[src/rtl/ro_pkg.sv]
// Shared definitions for the ring-oscillator measurement blocks: state
// encoding, default counter/window sizes and a small sizing helper.
package ro_pkg;

    localparam int DEF_CNT_W         = 16;
    localparam int DEF_WIN_CYCLES    = 1024;
    localparam int DEF_SETTLE_CYCLES = 4;

    // Sequencer states, kept as plain constants so older code that compares
    // raw 3-bit codes keeps working.
    localparam logic [2:0] ST_IDLE    = 3'd0;
    localparam logic [2:0] ST_CLEAR   = 3'd1;
    localparam logic [2:0] ST_RUN     = 3'd2;
    localparam logic [2:0] ST_SETTLE  = 3'd3;
    localparam logic [2:0] ST_CAPTURE = 3'd4;
    localparam logic [2:0] ST_DONE    = 3'd5;

    // Larger of two integers, used to size the shared window timer.
    function automatic int max_int(input int a, input int b);
        return (a > b) ? a : b;
    endfunction

endpackage

[src/rtl/ro_window_timer.sv]
// Loadable down-counter shared by the gate window and the settle phase.
// A load wins over a decrement; the count parks at zero.
module ro_window_timer #(
    parameter int W = 4
) (
    input  logic         clk,
    input  logic         reset,
    input  logic         load,
    input  logic         dec,
    input  logic [W-1:0] load_value,
    output logic         zero
);

    logic [W-1:0] count_reg;

    // Count register: load, decrement towards zero, or hold.
    always_ff @(posedge clk or posedge reset) begin
        if (reset) begin
            count_reg <= '0;
        end else if (load) begin
            count_reg <= load_value;
        end else if (dec && (count_reg != '0)) begin
            count_reg <= count_reg - W'(1);
        end
    end

    assign zero = (count_reg == '0);

endmodule

[src/rtl/ro_pair_sequencer.sv]
// Measurement sequencer for the ring-oscillator array. For each pair it
// clears the edge counters, gates the pair for a fixed window, waits for the
// counter synchronisers to settle and then records one response bit and one
// tie bit. All outputs come straight from registers.
module ro_pair_sequencer
    import ro_pkg::*;
#(
    parameter int NUM_PAIRS     = 4,
    parameter int SEL_W         = $clog2(NUM_PAIRS),
    parameter int CNT_W         = DEF_CNT_W,
    parameter int WIN_CYCLES    = DEF_WIN_CYCLES,
    parameter int SETTLE_CYCLES = DEF_SETTLE_CYCLES
) (
    input  logic                 clk,
    input  logic                 reset,
    input  logic                 start,
    input  logic                 abort,
    output logic                 enable,
    output logic                 cnt_clear,
    output logic [SEL_W-1:0]     pair_select,
    input  logic [CNT_W-1:0]     cnt_a,
    input  logic [CNT_W-1:0]     cnt_b,
    output logic [NUM_PAIRS-1:0] resp,
    output logic [NUM_PAIRS-1:0] tie,
    output logic                 busy,
    output logic                 done
);

    localparam int TW = $clog2(max_int(WIN_CYCLES, SETTLE_CYCLES) + 1);

    localparam logic [SEL_W-1:0] LAST_SEL    = SEL_W'(NUM_PAIRS - 1);
    localparam logic [TW-1:0]    WIN_LOAD    = TW'(WIN_CYCLES - 1);
    localparam logic [TW-1:0]    SETTLE_LOAD = TW'(SETTLE_CYCLES - 1);

    logic [2:0]           state_reg,  state_next;
    logic                 enable_reg, enable_next;
    logic                 clear_reg,  clear_next;
    logic [SEL_W-1:0]     sel_reg,    sel_next;
    logic [NUM_PAIRS-1:0] resp_reg,   resp_next;
    logic [NUM_PAIRS-1:0] tie_reg,    tie_next;
    logic                 busy_reg,   busy_next;
    logic                 done_reg,   done_next;

    logic                 t_load;
    logic                 t_dec;
    logic [TW-1:0]        t_load_value;
    logic                 t_zero;

    logic                 cap_gt;
    logic                 cap_eq;
    logic [NUM_PAIRS-1:0] sel_hot;
    logic [NUM_PAIRS-1:0] resp_cap;
    logic [NUM_PAIRS-1:0] tie_cap;

    ro_window_timer #(
        .W (TW)
    ) u_timer (
        .clk        (clk),
        .reset      (reset),
        .load       (t_load),
        .dec        (t_dec),
        .load_value (t_load_value),
        .zero       (t_zero)
    );

    // Counts are compared as raw unsigned values; wrap is the source's job.
    assign cap_gt = (cnt_a > cnt_b);
    assign cap_eq = (cnt_a == cnt_b);

    // Only the bit of the pair under measurement takes the new result.
    generate
        for (genvar gi = 0; gi < NUM_PAIRS; gi++) begin : g_cap
            assign sel_hot[gi]  = (sel_reg == SEL_W'(gi));
            assign resp_cap[gi] = sel_hot[gi] ? cap_gt : resp_reg[gi];
            assign tie_cap[gi]  = sel_hot[gi] ? cap_eq : tie_reg[gi];
        end
    endgenerate

    // Next-state and next-output logic; abort overrides everything.
    always_comb begin
        state_next   = state_reg;
        enable_next  = 1'b0;
        clear_next   = 1'b0;
        sel_next     = sel_reg;
        resp_next    = resp_reg;
        tie_next     = tie_reg;
        busy_next    = busy_reg;
        done_next    = done_reg;
        t_load       = 1'b0;
        t_dec        = 1'b0;
        t_load_value = '0;

        if (abort) begin
            state_next = ST_IDLE;
            sel_next   = '0;
            resp_next  = '0;
            tie_next   = '0;
            busy_next  = 1'b0;
            done_next  = 1'b0;
            t_load     = 1'b1;
        end else begin
            case (state_reg)
                ST_IDLE, ST_DONE: begin
                    if (start) begin
                        state_next = ST_CLEAR;
                        clear_next = 1'b1;
                        sel_next   = '0;
                        resp_next  = '0;
                        tie_next   = '0;
                        busy_next  = 1'b1;
                        done_next  = 1'b0;
                    end
                end
                ST_CLEAR: begin
                    state_next   = ST_RUN;
                    enable_next  = 1'b1;
                    t_load       = 1'b1;
                    t_load_value = WIN_LOAD;
                end
                ST_RUN: begin
                    if (t_zero) begin
                        state_next   = ST_SETTLE;
                        t_load       = 1'b1;
                        t_load_value = SETTLE_LOAD;
                    end else begin
                        enable_next = 1'b1;
                        t_dec       = 1'b1;
                    end
                end
                ST_SETTLE: begin
                    if (t_zero) begin
                        state_next = ST_CAPTURE;
                    end else begin
                        t_dec = 1'b1;
                    end
                end
                ST_CAPTURE: begin
                    resp_next = resp_cap;
                    tie_next  = tie_cap;
                    if (sel_reg == LAST_SEL) begin
                        state_next = ST_DONE;
                        busy_next  = 1'b0;
                        done_next  = 1'b1;
                    end else begin
                        state_next = ST_CLEAR;
                        clear_next = 1'b1;
                        sel_next   = sel_reg + SEL_W'(1);
                    end
                end
                default: begin
                    state_next = ST_IDLE;
                    sel_next   = '0;
                    busy_next  = 1'b0;
                    done_next  = 1'b0;
                end
            endcase
        end
    end

    // State and output registers; reset clears them without waiting for clk.
    always_ff @(posedge clk or posedge reset) begin
        if (reset) begin
            state_reg  <= ST_IDLE;
            enable_reg <= 1'b0;
            clear_reg  <= 1'b0;
            sel_reg    <= '0;
            resp_reg   <= '0;
            tie_reg    <= '0;
            busy_reg   <= 1'b0;
            done_reg   <= 1'b0;
        end else begin
            state_reg  <= state_next;
            enable_reg <= enable_next;
            clear_reg  <= clear_next;
            sel_reg    <= sel_next;
            resp_reg   <= resp_next;
            tie_reg    <= tie_next;
            busy_reg   <= busy_next;
            done_reg   <= done_next;
        end
    end

    assign enable      = enable_reg;
    assign cnt_clear   = clear_reg;
    assign pair_select = sel_reg;
    assign resp        = resp_reg;
    assign tie         = tie_reg;
    assign busy        = busy_reg;
    assign done        = done_reg;

endmodule

[config.mk]
export PLATFORM = sky130hd
export DESIGN_NAME = ro_pair_sequencer
export DESIGN_NICKNAME = d
export VERILOG_FILES = /design/src/rtl/ro_pkg.sv /design/src/rtl/ro_window_timer.sv /design/src/rtl/ro_pair_sequencer.sv
export SDC_FILE = /design/constraint.sdc
export NUM_CORES = 1
export LEC_CHECK = 0
export CORE_MARGIN = 2
export CORE_UTILIZATION = 50
export CTS_CLUSTER_DIAMETER = 50
export DETAILED_ROUTE_END_ITERATION = 8
export GPL_ROUTABILITY_DRIVEN = 0
export GPL_TIMING_DRIVEN = 0
export PLACE_DENSITY = 0.81
export SLEW_MARGIN = 25
export SYNTH_ARGS = -nofsm -noshare
export SYNTH_HDL_FRONTEND = slang
export SYNTH_SLANG_ARGS = --single-unit
[constraint.sdc]
create_clock -name clk -period 4.15 [get_ports clk]
set_input_delay 0.83 -clock clk [delete_from_list [all_inputs] [get_ports clk]]
set_output_delay 0.83 -clock clk [all_outputs]
set_load 0.1 [all_outputs]
==> Implementation_results.wiki <==
{| class="wikitable"
! Metric !! Value
|-
| Result of the run || finished, final reports clean
|-
| Cell at the slowest stage of the critical path || clkdlybuf4s50_1
|-
| Primary flip-flop cell chosen by synthesis mapping || dfrtp_1
|-
| Worst clock skew on the final layout || 0.00190 ns
|-
| Number of buffers created by CTS || 3
|-
| Total congestion overflow || 0
|-
| Library cell with the largest summed area after synthesis || dfrtp_1
|-
| Length of routed wiring on met1 || 2.14 mm
|-
| Share of synthesized cell area in and, or, nand and nor gates || 0.211
|-
| Final HPWL DP || 3.70 mm
|-
| Synthesized-area fraction occupied by ao, oa, aoi and oai cells || 0.199
|-
| Synth Area in Adders || 0.131
|-
| Sequential fraction of the synthesis area || 0.348
|-
| Largest cells by area after synthesis || dfrtp_1 (35%), ha_1 (13%), a21oi_1 (5.7%)
|-
| Number of synthesized flops with an enable pin || 0
|-
| Post-synthesis cell area || 2010 um2
|-
| Count of warnings emitted by yosys || 0
|-
| Total length of routed met3 wires || 289 um
|-
| End point of the most critical hold path || resp[0]
|-
| Pin count of the biggest net entering global routing || 29
|-
| Area growth, synth to finish || 31.1%
|-
| Number of setup violations in the final report || 0
|-
| Clock latency reported for the late side of the worst-skew pair || 0.28 ns
|-
| Number of H-tree branching levels || 1
|-
| TritonCTS clock tree || yes
|-
| Maximum single-stage delay on the critical path || 1.18 ns
|-
| Average instance area after synthesis || 8.74 um2
|-
| Total Negative Setup Slacks || 0 ns
|-
| Vias in the first global route || 1847
|-
| Area enclosed by the die boundary || 4540 um2
|-
| Final routed wire length divided by cell count || 14.4 um
|-
| Largest delay share family, worst path || buffers and inverters
|-
| Fraction of final layout cells sized beyond drive strength 1 || 0.0777
|-
| Count of state elements after synthesis || 28
|-
| Share of the synthesized area in the top cell type || 0.348
|-
| Avg Vias per Cell || 5.70
|-
| Wire length of the first global-routing pass || 8.27 mm
|-
| Slew Limit Fails || 0
|-
| Post-cts gate resize count || 0
|-
| Chip Width || 67.4 um
|-
| Cells along the critical path || clkdlybuf4s50_1
|-
| Kind of critical path || reg -> out
|-
| DIE HEIGHT || 67.4 um
|-
| Hold violation total from the final report || 0
|-
| Total wire length || 4.79 mm
|-
| Areal power density over the cells || 500 nW/um2
|-
| Number of ports placed on the die boundary || 50
|-
| Worst vdd ir || 0.228 mV
|-
| Path type of the worst min-delay path || reg -> reg
|-
| Vias after detailed routing || 1898
|-
| Number of cells on the worst hold path || 2
|-
| Antenna violations before repair || 0
|-
| Drt initial violations || 170
|-
| Critical path data required time || 3.32 ns
|-
| Cell chosen for the clock root || clkbuf_8
|-
| Reg2Reg Setup Slack || 1.85 ns
|-
| Maximum achievable frequency || 365 MHz
|-
| Floorplan Core Area || 3940 um2
|-
| Max reg flops || 11
|-
| Antenna Violating Nets Remaining || 0
|-
| Met2 WL post-DR || 2.27 mm
|-
| Synthesized netlist net count || 287
|-
| Number of hold-repair buffers added at the cts stage || 0
|-
| Remaining DRCs || 0
|-
| Launching point of the worst reg2reg path || u_timer.count_reg[0]
|-
| Gate Count Post-Synth || 230
|-
| Main combinational cell family by area after synthesis || simple AND/OR/NAND/NOR gates
|-
| Top metal layer carrying routed signals || met4
|-
| Critical path endpoint category || primary output
|-
| Xor-xnor portion of the synthesized cell area || 0.00871
|-
| Global-route usage over all layers || 0.236
|-
| Crit start category || flop
|-
| Number of detailed-routing iterations run before antenna repair || 4
|-
| Post-synth cell types || 43
|-
| Final nets || 341
|-
| Slew at the pin with the worst max-slew slack || 1.01 ns
|-
| Clock Sink Count || 28
|-
| Antenna fix cells || 0
|-
| Effective utilization at floorplan || 0.510
|-
| RSZ-0062 raised after global routing || false
|-
| Endpoint of the lowest-slack register-to-register path || u_timer.count_reg[3]
|-
| Number of fill cells || 314
|-
| Final worst path period share || 0.660
|-
| Share of cell area taken by muxes after synthesis || 0.0330
|-
| Post-CTS setup buffer count || 0
|-
| Buffers and inverters on the worst path || 1
|-
| Critical path peak fanout || 5
|-
| Cells after DPL || 329
|-
| Min cycle time layout || 2.74 ns
|-
| Endpoint arrival time on the critical path || 1.91 ns
|-
| Leak Pwr || 1.18 nW
|-
| Count of maximum capacitance violations || 0
|-
| Synth top cells by count || dfrtp_1 (28), inv_1 (28), a21oi_1 (23)
|-
| PortBufs || 49
|-
| Depth of the most critical reg-to-reg path || 7
|-
| CTS Buffer Depth || 2
|-
| Post-layout instance count excluding filler cells || 333
|-
| Start point of the critical path || pair_select[0]
|-
| Relative slew slack || 0.325
|-
| Proportion of register bits with asynchronous set or reset after synthesis || 1.00
|-
| Clock edge transition at the registers on the reported setup and hold paths || 0.10 ns
|-
| Count of standard-cell rows || 23
|-
| HP Start || resp[0]
|}
final cells by class:
class,count,area [um2],area share
flip-flops and latches,28,701,0.266
multi-input cells,167,1170,0.444
clock buffers,3,41.3,0.0157
clock inverters,1,30.0,0.0114
repair buffers,49,490,0.186
well taps,50,62.6,0.0237
plain buffers,7,35.0,0.0133
inverters,28,105,0.0399
report_power, final:
part	total, mW	switching (mW)	internal [mW]
Clock	0.220	0.0907	0.129
Sequential	0.394	0.0631	0.331
Combinational	0.705	0.413	0.292
Total	1.32	0.567	0.752
how the worst max path moves through the flow:
stage	endpoint	cells after the start	slack, ns
2_1_floorplan	resp[0]	7	1.98
6_report	pair_select[0]	1	1.41
5_1_grt	resp[3]	8	1.23
3_5_place_dp	resp[3]	8	1.15
4_1_cts	pair_select[0]	1	1.41
3_3_place_gp	resp[2]	8	1.25
layout by cell type (no fill, tap or decap), types with 3 or more instances in the layout:
cell type        count
a211oi_1             3
a21o_1               3
a21oi_1             23
a311oi_1             4
clkbuf_1             4
clkbuf_8             3
clkdlybuf4s50_1     49
dfrtp_1             28
ha_1                21
inv_1               27
mux2_2               5
nand2_1             15
nand2b_1             7
nand3_1              3
nand4_1              4
nor2_1              12
nor2b_1              6
nor3_1               5
nor4_1               3
o21ai_0             21
or2_2                5
layer usage:
layer | vias up | track usage
met1 | 898 | 0.319
met3 | 9 | 0.0383
met5 | - | 0
li1 | 927 | -
met4 | 0 | 0.0893
met2 | 64 | 0.376
logic make-up (layout without fill, tap and decap cells):
logic type      Yosys count  count (layout)
buf+inv                  35              88
flops                    28              28
mux                       6               6
compound gates           66              66
simple gates             72              72
fa+ha+maj                21              21
xor+xnor                  2               2
stage by stage:
| stage | setup slack (ns) | utilization | power, mW | area [um2] | hold WS [ns] |
|---|---|---|---|---|---|
| 2_1_floorplan | 1.98 | - | 0.929 | 2010 | 0.471 |
| 3_3_place_gp | 1.25 | 0.650 | 1.07 | 2560 | 0.463 |
| 3_5_place_dp | 1.15 | 0.650 | 1.09 | 2560 | 0.474 |
| 4_1_cts | 1.41 | 0.668 | 1.31 | 2640 | 0.497 |
| 5_1_grt | 1.23 | 0.668 | 1.42 | 2640 | 0.537 |
| 6_report | 1.41 | 0.668 | 1.32 | 2640 | 0.493 |
No activity file was read; power rests on OpenSTA's default activity.
